`config.mk`:
```
export PLATFORM = sky130hd
export DESIGN_NAME = queue_ctrl
export DESIGN_NICKNAME = d
export VERILOG_FILES = /design/src/rtl/queue_ctrl.sv
export SDC_FILE = /design/constraint.sdc
export NUM_CORES = 1
export LEC_CHECK = 0
export ABC_AREA = 0
export CORE_MARGIN = 2
export CORE_UTILIZATION = 43
export DETAILED_ROUTE_END_ITERATION = 10
export PLACE_DENSITY = 0.85
export SLEW_MARGIN = 20
export SYNTH_ARGS = -nofsm -noshare
export SYNTH_HDL_FRONTEND = slang
export SYNTH_SLANG_ARGS = --single-unit
```
`constraint.sdc`:
```
create_clock -name clk -period 2.46 [get_ports clk]
set_clock_uncertainty 0.1 [all_clocks]
set_input_delay 0.492 -clock clk [delete_from_list [all_inputs] [get_ports clk]]
set_output_delay 0.492 -clock clk [all_outputs]
set_load 0.005 [all_outputs]
```
`src/rtl/queue_ctrl.sv`:
```
// Pointer, occupancy and status controller for a single-clock queue built around an
// external dual-port memory. Status flags are decoded from the registered count.
module queue_ctrl #(
  parameter int unsigned DEPTH    = 8,
  parameter int unsigned AW       = 3,
  parameter int unsigned AF_LEVEL = 6,
  parameter int unsigned AE_LEVEL = 1
) (
  input  logic          clk,
  input  logic          rst,
  input  logic          push_req,
  input  logic          pop_req,
  input  logic          clr_err,
  output logic          we_dual,
  output logic [AW-1:0] addr_wr,
  output logic [AW-1:0] addr_rd,
  output logic [AW:0]   fifo_cnt,
  output logic          empty,
  output logic          full,
  output logic          almost_empty,
  output logic          almost_full,
  output logic          overflow,
  output logic          underflow
);

  localparam logic [AW:0] CntFull = (AW + 1)'(DEPTH);
  localparam logic [AW:0] CntAf   = (AW + 1)'(AF_LEVEL);
  localparam logic [AW:0] CntAe   = (AW + 1)'(AE_LEVEL);

  logic [AW-1:0] wr_ptr_q, wr_ptr_d;
  logic [AW-1:0] rd_ptr_q, rd_ptr_d;
  logic [AW:0]   cnt_q, cnt_d;
  logic          overflow_q, overflow_d;
  logic          underflow_q, underflow_d;
  logic          push_ok, pop_ok;

  assign empty        = (cnt_q == '0);
  assign full         = (cnt_q == CntFull);
  assign almost_full  = (cnt_q >= CntAf);
  assign almost_empty = (cnt_q <= CntAe);

  // A pop frees the slot in the same edge, so a push while full is still accepted.
  assign pop_ok  = pop_req & ~empty;
  assign push_ok = push_req & (~full | pop_ok);

  // Gate with reset so the memory never sees a write while state is being held cleared.
  assign we_dual  = push_ok & rst;
  assign addr_wr  = wr_ptr_q;
  assign addr_rd  = rd_ptr_q;
  assign fifo_cnt = cnt_q;
  assign overflow  = overflow_q;
  assign underflow = underflow_q;

  always_comb begin
    wr_ptr_d    = wr_ptr_q;
    rd_ptr_d    = rd_ptr_q;
    cnt_d       = cnt_q;
    overflow_d  = overflow_q;
    underflow_d = underflow_q;

    if (push_ok) wr_ptr_d = wr_ptr_q + AW'(1);
    if (pop_ok)  rd_ptr_d = rd_ptr_q + AW'(1);

    if (push_ok && !pop_ok)      cnt_d = cnt_q + (AW + 1)'(1);
    else if (pop_ok && !push_ok) cnt_d = cnt_q - (AW + 1)'(1);

    // A fresh error wins over a clear in the same cycle.
    if (clr_err) begin
      overflow_d  = 1'b0;
      underflow_d = 1'b0;
    end
    if (push_req && !push_ok) overflow_d  = 1'b1;
    if (pop_req && !pop_ok)   underflow_d = 1'b1;
  end

  always_ff @(posedge clk or negedge rst) begin
    if (!rst) begin
      wr_ptr_q    <= '0;
      rd_ptr_q    <= '0;
      cnt_q       <= '0;
      overflow_q  <= 1'b0;
      underflow_q <= 1'b0;
    end else begin
      wr_ptr_q    <= wr_ptr_d;
      rd_ptr_q    <= rd_ptr_d;
      cnt_q       <= cnt_d;
      overflow_q  <= overflow_d;
      underflow_q <= underflow_d;
    end
  end

endmodule

```
==> flow_summary.ini, run 1 <==
[status]
status = finished, final reports clean

[hold_path]
min_to = addr_rd[2]$_DFFE_PN0P_
hp-class = register to register
holdCritStartpoint = addr_rd[2]$_DFFE_PN0P_
min_path_cells = 1

[place]
place_worst_setup_slack_ns = 0.0790
hpwl_um = 1060
portBuffers = 21
gp_congestion = 0.805

[global_routing]
grt_usage_pct = 17.2
grt_pass1_vias = 561
grt_max_degree = 13
grt_pass1_wl_um = 2360
antenna_found_initial = 0
overflow = 0

[floorplanning]
die_area_mm2 = 0.00185
chipWidth_um = 43.0
core_area_mm2 = 0.00147
io_pins = 22
fp-row-count = 14
initial_utilization_pct = 44.4
die_height_um = 43.0

[sta]
rsz0062_at_grt = no
finalHoldViolations = 0
max_freq_ghz = 0.431
tightest_slew_ns = 0.252
finalCritPeriodShare_pct = 94.4
drv_slew = 0
post-route-min-period_ns = 2.32
max_slew_margin_pct = 83.2
fin_setup_tns_ns = 0
worst_slack_ns = 0.138
setup_viol = 0

[synth]
avgSynthCellArea_um2 = 11.1
async_reset_ff_share_pct = 100
syn_inst = 59
ys.flop_type = dfrtp_1
synth_edf_count = 0
synth_area_um2 = 653
ys_ff_latch = 12
synth_cell_types = 22
synth_nets = 72
ys_seq_area_share_pct = 46.0
ys_warn_count = 0

[critical_path]
reg2reg_to = fifo_cnt[3]$_DFFE_PN0P_
worst-r2r-cell-count = 9
worst-setup-path-type = register to output pin
critPathMaxFanout = 3
reg2reg_slack_ns = 0.31
reg2reg_from = fifo_cnt[0]$_DFFE_PN0P_
required_ns = 1.87
end_kind = output pin
cp-start-kind = register
cp.arrival_ns = 1.73

[clocking]
cts_tree = yes
hold_buffers = 0
ctsRootBufferMaster = clkbuf_4
htreeDepth = 1
insertion_delay_ns = 0.26
clock_sinks = 12
clockBufferDepth = 2
clkSlewWorstSetupHoldPaths_ns = 0.07
cts_buffers = 3

[power_and_ir_drop]
p_per_area_mw_per_mm2 = 1180
p_leak_nw = 0.494
ir_drop_mv = 0.658

[cells_and_area]
final_nets = 108
antenna_cells = 0
syn2layout_area_growth_pct = 52.1
drive_gt1_share_pct = 23.7

[drt]
num_vias = 541
drtIter0Drc = 4
drt-pass1-iter-count = 2
routedWlPerCell_um = 12.4
finalWirelength_um = 1350
viasPerCell = 4.96
drc = 0
ant_nets = 0

[job]
maxCapViolCount = 0
kinds of logic after synthesis:
group,after synthesis,synth area share (%)
DFF,12,46.0
buffers and inverters,8,4.60
muxes,3,4.98
and+or+nand+nor,13,11.5
adders and majority gates,8,15.3
xor gates and xnor gates,8,10.7
AOI/OAI and AO/OA,7,6.90
registers in the layout, indices dropped and copies added (netlist names):
name	flops
fifo_cnt	4
addr_rd	3
addr_wr	3
overflow	1
underflow	1
synthesized netlist by cell type, types with 2 or more instances:
| cell | number | area (µm²) |
|---|---|---|
| ha_1 | 8 | 100 |
| dfrtp_1 | 12 | 300 |
| inv_1 | 8 | 30.0 |
| nand2_1 | 3 | 11.3 |
| o21ai_0 | 3 | 15.0 |
| nor2_1 | 2 | 7.51 |
| xor2_1 | 3 | 26.3 |
| xnor2_1 | 5 | 43.8 |
| mux2_2 | 2 | 22.5 |
per-stage QoR:
step / util [%] / hold WS, ns / power, W / instance area (µm²) / instances
final: 67.5 / 0.368 / 0.00117 / 993 / 109
after global routing: 67.5 / 0.402 / 0.00128 / 993 / 109
after CTS: 66.7 / 0.375 / 0.00119 / 981 / 108
after detailed placement: 63.6 / 0.363 / 0.00104 / 936 / 103
after global placement: 63.6 / 0.360 / 0.00101 / 936 / 103
after floorplan: - / 0.0964 / 0.000675 / 653 / 59
repair_timing:
| item | CTS | global route |
|---|---|---|
| pin swaps | 0 | 1 |
| endpoints found under the setup margin | 2 | 2 |
| resized for setup | 6 | 2 |
| cloned | 0 | 0 |
| buffers inserted | 2 | 1 |
area by class of cell:
cell class / instances / area [µm²]
Multi-Input combinational cell: 39 / 332
Sequential cell: 12 / 300
Tap cell: 16 / 20.0
Clock buffer: 3 / 22.5
Timing Repair Buffer: 31 / 289
Fill cell: 125 / 478
Inverter: 8 / 30.0
report_power, final:
group          internal [W]  switching, W
clock             0.0000563     0.0000551
combinational      0.000423      0.000250
sequential         0.000295     0.0000905
worst max path at each step:
stage / start / slack, ns / end
after floorplan: fifo_cnt[0]$_DFFE_PN0P_ / 0.21 / fifo_cnt[3]$_DFFE_PN0P_
after global placement: push_req / 0.13 / we_dual
after detailed placement: pop_req / 0.08 / we_dual
after CTS: fifo_cnt[0]$_DFFE_PN0P_ / 0.01 / we_dual
after global routing: fifo_cnt[0]$_DFFE_PN0P_ / 0.04 / full
final: fifo_cnt[0]$_DFFE_PN0P_ / 0.14 / full
layer usage:
metal	track usage, %	vias to the layer above	routed length (µm)
met5	0	-	0
met4	5.45	0	7
met3	6.81	2	95
met2	30.3	20	639
met1	18.6	254	604
li1	-	265	-
cell usage in the layout, fill, tap and decap left out:
cell type,Yosys,layout
and2_1,1,1
nand3b_1,1,1
ha_2,0,1
nor2_1,2,2
xor2_1,3,3
or3b_4,0,1
o211ai_1,1,1
o21ai_2,0,1
or4_4,1,1
nand3_1,1,1
mux2_2,2,2
a21oi_2,1,1
o32ai_1,1,1
nand4_1,1,1
nand2_1,3,3
ha_1,8,7
dlygate4sd2_1,0,1
buf_4,0,10
xnor2_1,5,5
o21ai_0,3,3
dlymetal6s2s_1,0,2
inv_2,0,2
dfrtp_1,12,12
nor3_1,1,1
inv_1,8,6
mux2i_1,1,1
clkbuf_4,0,3
nand2b_1,1,1
clkdlybuf4s50_1,0,18
critical path, cell delays in order, from the launching register on:
cell and delay (ns):
dfrtp_1 0.40, inv_2 0.08, ha_2 0.18, nand3b_1 0.12, buf_4 0.17, inv_1 0.04, clkdlybuf4s50_1 0.48
No activity file was read; power rests on OpenSTA's default activity.
==> run 2, diff against run 1 <==
==> constraint.sdc (replaced) <==
create_clock -name clk -period 2.4 [get_ports clk]
set_clock_uncertainty 0.1 [all_clocks]
set_input_delay 0.48 -clock clk [delete_from_list [all_inputs] [get_ports clk]]
set_output_delay 0.48 -clock clk [all_outputs]
set_load 0.005 [all_outputs]
==> run 2 against run 1 <==
  * Cell count up 2.8%
  * Sequential share of layout area down 0.74 points
  * Die area unchanged
  * Power up 4.8%
  * Critical path type unchanged
  * Largest cell class unchanged
  * Highest routed layer unchanged
==> flow_summary.ini, run 2 (synthesized netlist as in run 1, its figures left out) <==
[global_routing]
grt_max_degree = 13
antenna_found_initial = 0
grt_pass1_wl_um = 2400
grt_usage_pct = 17.3
overflow = 0
grt_pass1_vias = 567

[clocking]
cts_buffers = 3
ctsRootBufferMaster = clkbuf_4
htreeDepth = 1
clockBufferDepth = 2
clock_sinks = 12
insertion_delay_ns = 0.26
clkSlewWorstSetupHoldPaths_ns = 0.07
cts_tree = yes

[critical_path]
required_ns = 1.82
cp.arrival_ns = 1.67
reg2reg_from = fifo_cnt[1]$_DFFE_PN0P_
critical_path.slowest_cell = dfrtp_1
slowest_delay_ns = 0.39
worstPathCellList = inv_2 -> ha_2 -> nand3b_1 -> buf_4 -> o21ai_2 -> inv_2 -> and2_1 -> dlymetal6s2s_1
worst-setup-path-type = register to output pin
crit_family = buffers and inverters
cp-start-kind = register
worst-r2r-cell-count = 10
end_kind = output pin
reg2reg_to = fifo_cnt[3]$_DFFE_PN0P_
critPathMaxFanout = 3
crit_buf_inv = 4
reg2reg_slack_ns = 0.18
cpMostUsedCell = inv_2

[sta]
post-route-min-period_ns = 2.25
rsz0062_at_grt = no
finalCritPeriodShare_pct = 93.8
max_slew_margin_pct = 82.8
max_freq_ghz = 0.444
drv_slew = 0
tightest_slew_ns = 0.258
finalHoldViolations = 0
setup_viol = 0

[cells_and_area]
final_cell_mix = 17 x clkdlybuf4s50_1, 13 x buf_4, 12 x dfrtp_1, 7 x ha_1
post-route-util_pct = 69.2
final_nets = 111
antenna_cells = 0
n_fill_cell = 118
layout.cells.most_common = clkdlybuf4s50_1
regArea_um2 = 300
multi_input_area_um2 = 332
largest_reg_flops = 4
drive_gt1_share_pct = 27.1
syn2layout_area_growth_pct = 55.9

[power_and_ir_drop]
ir_drop_mv = 0.636
totalPowerFinal_w = 0.00122
p_leak_nw = 0.524
p_per_area_mw_per_mm2 = 1200

[hold_path]
min_path_cells = 1
hp-class = register to register
min_to = addr_rd[2]$_DFFE_PN0P_
holdCritStartpoint = addr_rd[2]$_DFFE_PN0P_

[floorplanning]
io_pins = 22
die_height_um = 43.0
core_area_mm2 = 0.00147
die_area_mm2 = 0.00185
fp-row-count = 14
chipWidth_um = 43.0
initial_utilization_pct = 44.4

[job]
maxCapViolCount = 0

[place]
portBuffers = 21
gp_congestion = 0.806
hpwl_um = 1050

[drt]
drtIter0Drc = 1
routedWlPerCell_um = 12.4
viasPerCell = 4.94
drt-pass1-iter-count = 2
finalWirelength_um = 1390
num_vias = 553
drc = 0
ant_nets = 0

[status]
status = finished, final reports clean
[run 2: changes by cell type in the layout (fill, tap and decap cells not counted), sizes merged]
cell,change
clkdlybuf4s50,-1
dlymetal6s2s,+1
buf,+3
[run 2: worst max-delay path by stage]
stage	from	end	slack, ns	cells past startpoint
2_1_floorplan	fifo_cnt[0]$_DFFE_PN0P_	fifo_cnt[3]$_DFFE_PN0P_	0.15	9
3_3_place_gp	push_req	we_dual	0.1	5
3_5_place_dp	pop_req	we_dual	0.04	5
4_1_cts	fifo_cnt[0]$_DFFE_PN0P_	we_dual	-0.05	7
5_1_grt	fifo_cnt[0]$_DFFE_PN0P_	almost_full	0.02	6
6_report	fifo_cnt[1]$_DFFE_PN0P_	we_dual	0.15	8
[run 2: what timing repair did]
item	4_1_cts	5_1_grt
gates resized for setup	6	4
setup buffers	2	4
pin swaps	0	1
endpoints found under the setup margin	2	3
hold buffers	0	0
[run 2: final cells by class]
class	count	share of cell area (%)
timing repair buffer	34	30.8
inverter	8	2.95
tap	16	1.97
multi-input combinational	39	32.6
sequential	12	29.5
clock buffer	3	2.21
[run 2: layer usage]
| metal | vias up | GRT usage (%) | routed length [µm] |
|---|---|---|---|
| met5 | - | 0 | 0 |
| met4 | 0 | 5.45 | 7 |
| met3 | 2 | 6.81 | 113 |
| met2 | 20 | 29.4 | 683 |
| met1 | 261 | 19.9 | 585 |
| li1 | 270 | - | - |
[run 2: worst reg2reg max path, delay by kind of cell (launching register included)]
family / cells / cell delay, ns
buf+inv: 3 / 0.30
simple gates: 2 / 0.52
fa+ha+maj: 2 / 0.37
compound gates: 2 / 0.34
flops: 1 / 0.39
xor+xnor: 1 / 0.15
[run 2: power breakdown]
group | leakage [nW] | switching (W) | internal, W
Sequential | 0.145 | 0.0000904 | 0.000302
Combinational | 0.365 | 0.000265 | 0.000454
Clock | 0.0138 | 0.0000560 | 0.0000578
Total | 0.524 | 0.000411 | 0.000813
[run 2: through the flow]
step	instances	cell area [µm²]	setup slack, ns	hold slack [ns]	setup TNS (ns)
finish	112	1020	0.148	0.367	0
global route	112	1020	0.0209	0.402	0
CTS	108	981	-0.0479	0.375	-0.0479
detailed placement	103	936	0.0396	0.361	0
global placement	103	936	0.0963	0.360	0
floorplan	59	653	0.153	0.0844	0
